**src/rtl/br_dump_reader.sv**
```systemverilog
// Streams every BR register out as an index-tagged valid/ready word, reading two
// registers per capture through ports a1/a2 into a two-entry output FIFO.
module br_dump_reader #(
   parameter int unsigned NREG = 32,
   parameter int unsigned AW   = 5,
   parameter int unsigned DW   = 32
) (
   input  logic          clk,
   input  logic          rst_n,
   input  logic          start,
   input  logic          abort,
   output logic [AW-1:0] a1,
   output logic [AW-1:0] a2,
   input  logic [DW-1:0] rd1,
   input  logic [DW-1:0] rd2,
   output logic          dout_valid,
   input  logic          dout_ready,
   output logic [DW-1:0] dout_data,
   output logic [AW-1:0] dout_addr,
   output logic          dout_last,
   output logic          busy,
   output logic          done
);

   typedef enum logic [1:0] {StIdle, StRead, StDrain, StDone} state_e;

   localparam logic [AW-1:0] LastIdx = AW'(NREG - 1);

   state_e        state_q;
   logic [AW-1:0] ptr_q;
   logic [1:0]    cnt_q;
   logic [DW-1:0] head_data_q, tail_data_q;
   logic [AW-1:0] head_addr_q, tail_addr_q;
   logic          head_last_q, tail_last_q;
   logic          busy_q, done_q;

   logic [AW-1:0] ptr_odd;
   logic          pop;
   logic          capture;

   assign ptr_odd    = ptr_q + AW'(1);
   assign dout_valid = (cnt_q != 2'd0);
   assign pop        = dout_valid && dout_ready;
   // A capture only happens when the FIFO is empty after this cycle's pop,
   // so both new words always land in head/tail together.
   assign capture    = (state_q == StRead) &&
                       ((cnt_q == 2'd0) || ((cnt_q == 2'd1) && pop));

   always_ff @(posedge clk or negedge rst_n) begin
      if (!rst_n) begin
         state_q     <= StIdle;
         ptr_q       <= '0;
         cnt_q       <= 2'd0;
         head_data_q <= '0;
         tail_data_q <= '0;
         head_addr_q <= '0;
         tail_addr_q <= '0;
         head_last_q <= 1'b0;
         tail_last_q <= 1'b0;
         busy_q      <= 1'b0;
         done_q      <= 1'b0;
      end else begin
         done_q <= 1'b0;
         case (state_q)
            StIdle: begin
               if (start && !abort) begin
                  state_q <= StRead;
                  busy_q  <= 1'b1;
                  ptr_q   <= '0;
               end
            end
            StRead, StDrain: begin
               if (abort) begin
                  state_q <= StIdle;
                  busy_q  <= 1'b0;
                  cnt_q   <= 2'd0;
                  ptr_q   <= '0;
               end else if (capture) begin
                  head_data_q <= rd1;
                  head_addr_q <= ptr_q;
                  head_last_q <= 1'b0;
                  tail_data_q <= rd2;
                  tail_addr_q <= ptr_odd;
                  tail_last_q <= (ptr_odd == LastIdx);
                  cnt_q       <= 2'd2;
                  ptr_q       <= ptr_q + AW'(2);
                  if (ptr_odd == LastIdx) begin
                     state_q <= StDrain;
                  end
               end else if (pop) begin
                  head_data_q <= tail_data_q;
                  head_addr_q <= tail_addr_q;
                  head_last_q <= tail_last_q;
                  cnt_q       <= cnt_q - 2'd1;
                  if ((state_q == StDrain) && (cnt_q == 2'd1)) begin
                     state_q <= StDone;
                     busy_q  <= 1'b0;
                     done_q  <= 1'b1;
                  end
               end
            end
            StDone: begin
               state_q <= StIdle;
               ptr_q   <= '0;
            end
            default: begin
               state_q <= StIdle;
               busy_q  <= 1'b0;
            end
         endcase
      end
   end

   assign a1        = ptr_q;
   assign a2        = ptr_odd;
   assign dout_data = head_data_q;
   assign dout_addr = head_addr_q;
   assign dout_last = head_last_q;
   assign busy      = busy_q;
   assign done      = done_q;

endmodule

```
**config.mk**
```make
export PLATFORM = sky130hd
export DESIGN_NAME = br_dump_reader
export DESIGN_NICKNAME = d
export VERILOG_FILES = /design/src/rtl/br_dump_reader.sv
export SDC_FILE = /design/constraint.sdc
export NUM_CORES = 1
export LEC_CHECK = 0
export CORE_MARGIN = 5
export CORE_UTILIZATION = 47
export DETAILED_ROUTE_END_ITERATION = 12
export GPL_TIMING_DRIVEN = 0
export PLACE_DENSITY = 0.81
export SYNTH_ARGS = -nofsm -noshare
export SYNTH_HDL_FRONTEND = slang
export SYNTH_SLANG_ARGS = --single-unit
```
**constraint.sdc**
```tcl
create_clock -name clk -period 2.18 [get_ports clk]
set_clock_uncertainty 0.15 [all_clocks]
set_input_delay 0.436 -clock clk [delete_from_list [all_inputs] [get_ports clk]]
set_output_delay 0.436 -clock clk [all_outputs]
set_load 0.02 [all_outputs]
```
==> results.yml <==
final_layout:
  instances_no_fill: 602
  drive_gt1_share_pct: 18.3
  antenna_cells: 0
  area_growth_syn_to_layout_pct: 40.6
  finalCoreUtilization_pct: 67.0
  nNetsFinal: 568
  fillCellCount: 630
flow_run:
  timing.max_cap.violations: 0
sta:
  slew_viol_final: 0
  finalWorstPathRequiredPeriod_ns: 2.12
  timing_worst_slew_pin_value_ns: 0.551
  max_freq_mhz: 471
  setup-violations-final: 0
  maxSlewHeadroom_pct: 62.9
  hold_viol: 0
  rsz0062_at_grt: "false"
  setup_ws_ns: 0.0560
  final_min_period_over_clock_period_pct: 97.4
setup_path:
  crit_path_cell_trace: "clkbuf_1 > clkdlybuf4s50_1"
  combined_buffer_and_inverter_count_along_the_critical_path: 2
  worst_path_largest_cell_delay_ns: 0.60
  crit_path_end_kind: "output pin"
  crit_path_top_delay_cell: "sky130_fd_sc_hd__clkdlybuf4s50_1"
  arrival_worst_endpoint_ns: 1.54
  worst-endpoint-required_ns: 1.59
  critical-path-top-delay-family: "buffers and inverters"
  start_kind: "register"
  critical_path_class: "reg -> out"
  path_max_fanout: 7
cts:
  clk_tree_root_cell: "sky130_fd_sc_hd__clkbuf_8"
  post-cts-setup-buffer-count: 0
  clock-sinks: 86
  clkTransAtPathRegs_ns: 0.08
  clk-insertion-delay-late_ns: 0.35
  cts-buffers-inserted: 9
  clock_tree.htree_level_count: 3
  cts_tree: "yes"
  cts-root-to-sink-buffers: 2
detailed_routing:
  route.final.wire_length_um: 9540
  wire_per_inst_um: 15.8
  drc_errors: 0
  detailedRoute.firstPassIterationCount: 4
  postRouteAntennaNets: 0
  drt-initial-drc-count: 158
  drt-vias-per-instance: 5.15
  vias: 3103
synthesis:
  synth.cells.most_frequent: "sky130_fd_sc_hd__dfrtp_1, sky130_fd_sc_hd__nand2_1, sky130_fd_sc_hd__a31oi_1"
  synthesis.instances: 362
  post-synth-top-area-cell: "sky130_fd_sc_hd__dfrtp_1"
  netlist-cell-type-count: 36
  synth_most_common_cell: "sky130_fd_sc_hd__dfrtp_1"
  synth.yosys.seq_area_share_pct: 55.8
  ys_async_sr_fraction_pct: 100
  yosys_register_bits: 86
  synth.top_cells.by_area: "sky130_fd_sc_hd__dfrtp_1, sky130_fd_sc_hd__mux2_2, sky130_fd_sc_hd__nand2_1"
  synth.net_count: 438
  postSynthAreaPerCell_sq_um: 10.7
  netlist_area_sq_mm: 0.00386
  synth.yosys.warnings: 0
  primary_ff_master_synth: "sky130_fd_sc_hd__dfrtp_1"
  netlist.area_leader.share_pct: 55.8
  synth-edff-count: 0
die:
  core.rowCount: 33
  placeableCoreArea_sq_mm: 0.00809
  fp.dieH_um: 101
  die_area_sq_mm: 0.0101
  initial_utilization_pct: 47.7
  io_pins: 120
  floorplan.die.width_um: 101
place:
  gp_routability_congestion: 0.804
  detailedPlacementHpwl_um: 7230
  place_ws_ns: -0.118
  placed_cells_incl_taps: 585
  place.port_buffers: 117
global_route:
  globalRouteTotalUtil_pct: 19.4
  antenna_violations_before_repair: 0
  grt_pass1_vias: 3236
  overflow: 0
  maximum_number_of_pins_on_one_net_before_global_route_repair: 46
  first_pass_grt_wire_length_um: 15500
run_status:
  status: "completed"
power:
  irDropWorstVdd_uv: 553
  total_power_mw: 7.63
  leak_pwr_nw: 2.36
  power_density_mw_per_mm2: 1410
worst_hold_path:
  min_path_type: "reg -> reg"
==> per-layer routing <==
metal / track usage, % / routed length [um] / vias up
li1: - / - / 1498
met1: 24.5 / 3900 / 1508
met2: 33.6 / 5000 / 86
met3: 3.67 / 498 / 11
met4: 6.42 / 137 / 0
met5: 0 / 0 / -
==> what timing repair did <==
| item | 4_1_cts | 5_1_grt |
|---|---|---|
| endpoints found under the hold margin | 41 | 0 |
| pin swaps | 0 | 0 |
| resized for setup | 2 | 13 |
| setup endpoints to repair | 2 | 39 |
| hold buffers | 1 | 0 |
==> layout by cell type, fill, tap and decap left out, types with 2 or more instances in the layout <==
master	instances
sky130_fd_sc_hd__conb_1	2
sky130_fd_sc_hd__and3_1	2
sky130_fd_sc_hd__clkdlybuf4s50_1	115
sky130_fd_sc_hd__dfrtp_1	83
sky130_fd_sc_hd__clkbuf_8	10
sky130_fd_sc_hd__inv_6	2
sky130_fd_sc_hd__buf_6	5
sky130_fd_sc_hd__inv_1	8
sky130_fd_sc_hd__dfrtp_2	3
sky130_fd_sc_hd__a31oi_1	39
sky130_fd_sc_hd__buf_2	7
sky130_fd_sc_hd__ha_1	6
sky130_fd_sc_hd__buf_4	7
sky130_fd_sc_hd__o2bb2ai_1	3
sky130_fd_sc_hd__nand2_1	76
sky130_fd_sc_hd__nand2b_1	3
sky130_fd_sc_hd__nor2_1	36
sky130_fd_sc_hd__nand3_1	2
sky130_fd_sc_hd__nand4_1	2
sky130_fd_sc_hd__mux2_2	30
sky130_fd_sc_hd__mux2_4	8
sky130_fd_sc_hd__clkbuf_1	3
sky130_fd_sc_hd__o21ai_0	7
sky130_fd_sc_hd__a21oi_1	5
sky130_fd_sc_hd__nor3_1	3
sky130_fd_sc_hd__clkbuf_4	6
==> cell families after synthesis <==
logic type | share of synthesized area (%)
AO/OA/AOI/OAI | 10.4
buffers and inverters | 5.29
flip-flops | 55.8
other | 0.195
adder cells (fa/ha/maj) | 2.27
AND/OR/NAND/NOR | 14.2
multiplexers | 11.9
==> area by class of cell <==
class	instances	area [sq um]	share of cell area, %
repair buffers	119	1200	22.1
plain buffers	28	198	3.64
clock buffers	10	138	2.54
multi-input cells	240	1510	27.8
flip-flops and latches	86	2160	39.7
clock inverters	6	68.8	1.27
well taps	105	131	2.42
inverters	8	30.0	0.554
==> worst register-to-register path, cell delays in order, from the launching register on <==
cell and delay, ns:
sky130_fd_sc_hd__dfrtp_1 0.38, sky130_fd_sc_hd__inv_1 0.09, sky130_fd_sc_hd__ha_2 0.39, sky130_fd_sc_hd__and2b_4 0.20, sky130_fd_sc_hd__nand3_2 0.12, sky130_fd_sc_hd__buf_6 0.18, sky130_fd_sc_hd__buf_6 0.16, sky130_fd_sc_hd__mux2_4 0.31
==> stage by stage <==
stage | hold slack (ns) | setup TNS (ns) | area (sq um)
finish | 0.324 | 0 | 5420
global route | 0.368 | 0 | 5420
CTS | 0.327 | 0 | 5400
detailed placement | 0.303 | -4.64 | 5180
global placement | 0.299 | -212.23 | 5160
floorplan | -0.00959 | 0 | 3860
==> sequential cells by signal, indices dropped and copies added, names as in the netlist <==
signal	cells
tail_data_q	32
cnt_q	2
tail_addr_q	5
dout_data	32
dout_last	1
state_q	2
busy	1
tail_last_q	1
dout_addr	5
done	1
a1	4
==> worst paths after layout <==
path                                             from                     endpoint  slack (ns)  cells after the start
hold / removal             tail_addr_q[0]$_DFFE_PN0P_   tail_addr_q[0]$_DFFE_PN0P_        0.32                      1
min in group asynchronous                       rst_n  tail_data_q[29]$_DFFE_PN0P_        0.45                      2
setup reg to reg               state_q[0]$_DFFE_PN0P_  tail_data_q[28]$_DFFE_PN0P_        0.08                      7
setup / recovery                    a1[4]$_DFFE_PN0P_                        a2[4]        0.06                      2
hold reg to reg            tail_addr_q[0]$_DFFE_PN0P_   tail_addr_q[0]$_DFFE_PN0P_        0.32                      1
max in group asynchronous                       rst_n  tail_data_q[20]$_DFFE_PN0P_        0.81                      3
==> where the power goes <==
part | switching (mW) | total, mW | internal, mW | leakage [nW]
combinational | 1.95 | 3.78 | 1.83 | 1.24
clock | 0.570 | 1.14 | 0.569 | 0.103
sequential | 0.396 | 2.71 | 2.32 | 1.02
total | 2.92 | 7.63 | 4.71 | 2.36
No activity file was read; power rests on OpenSTA's default activity.
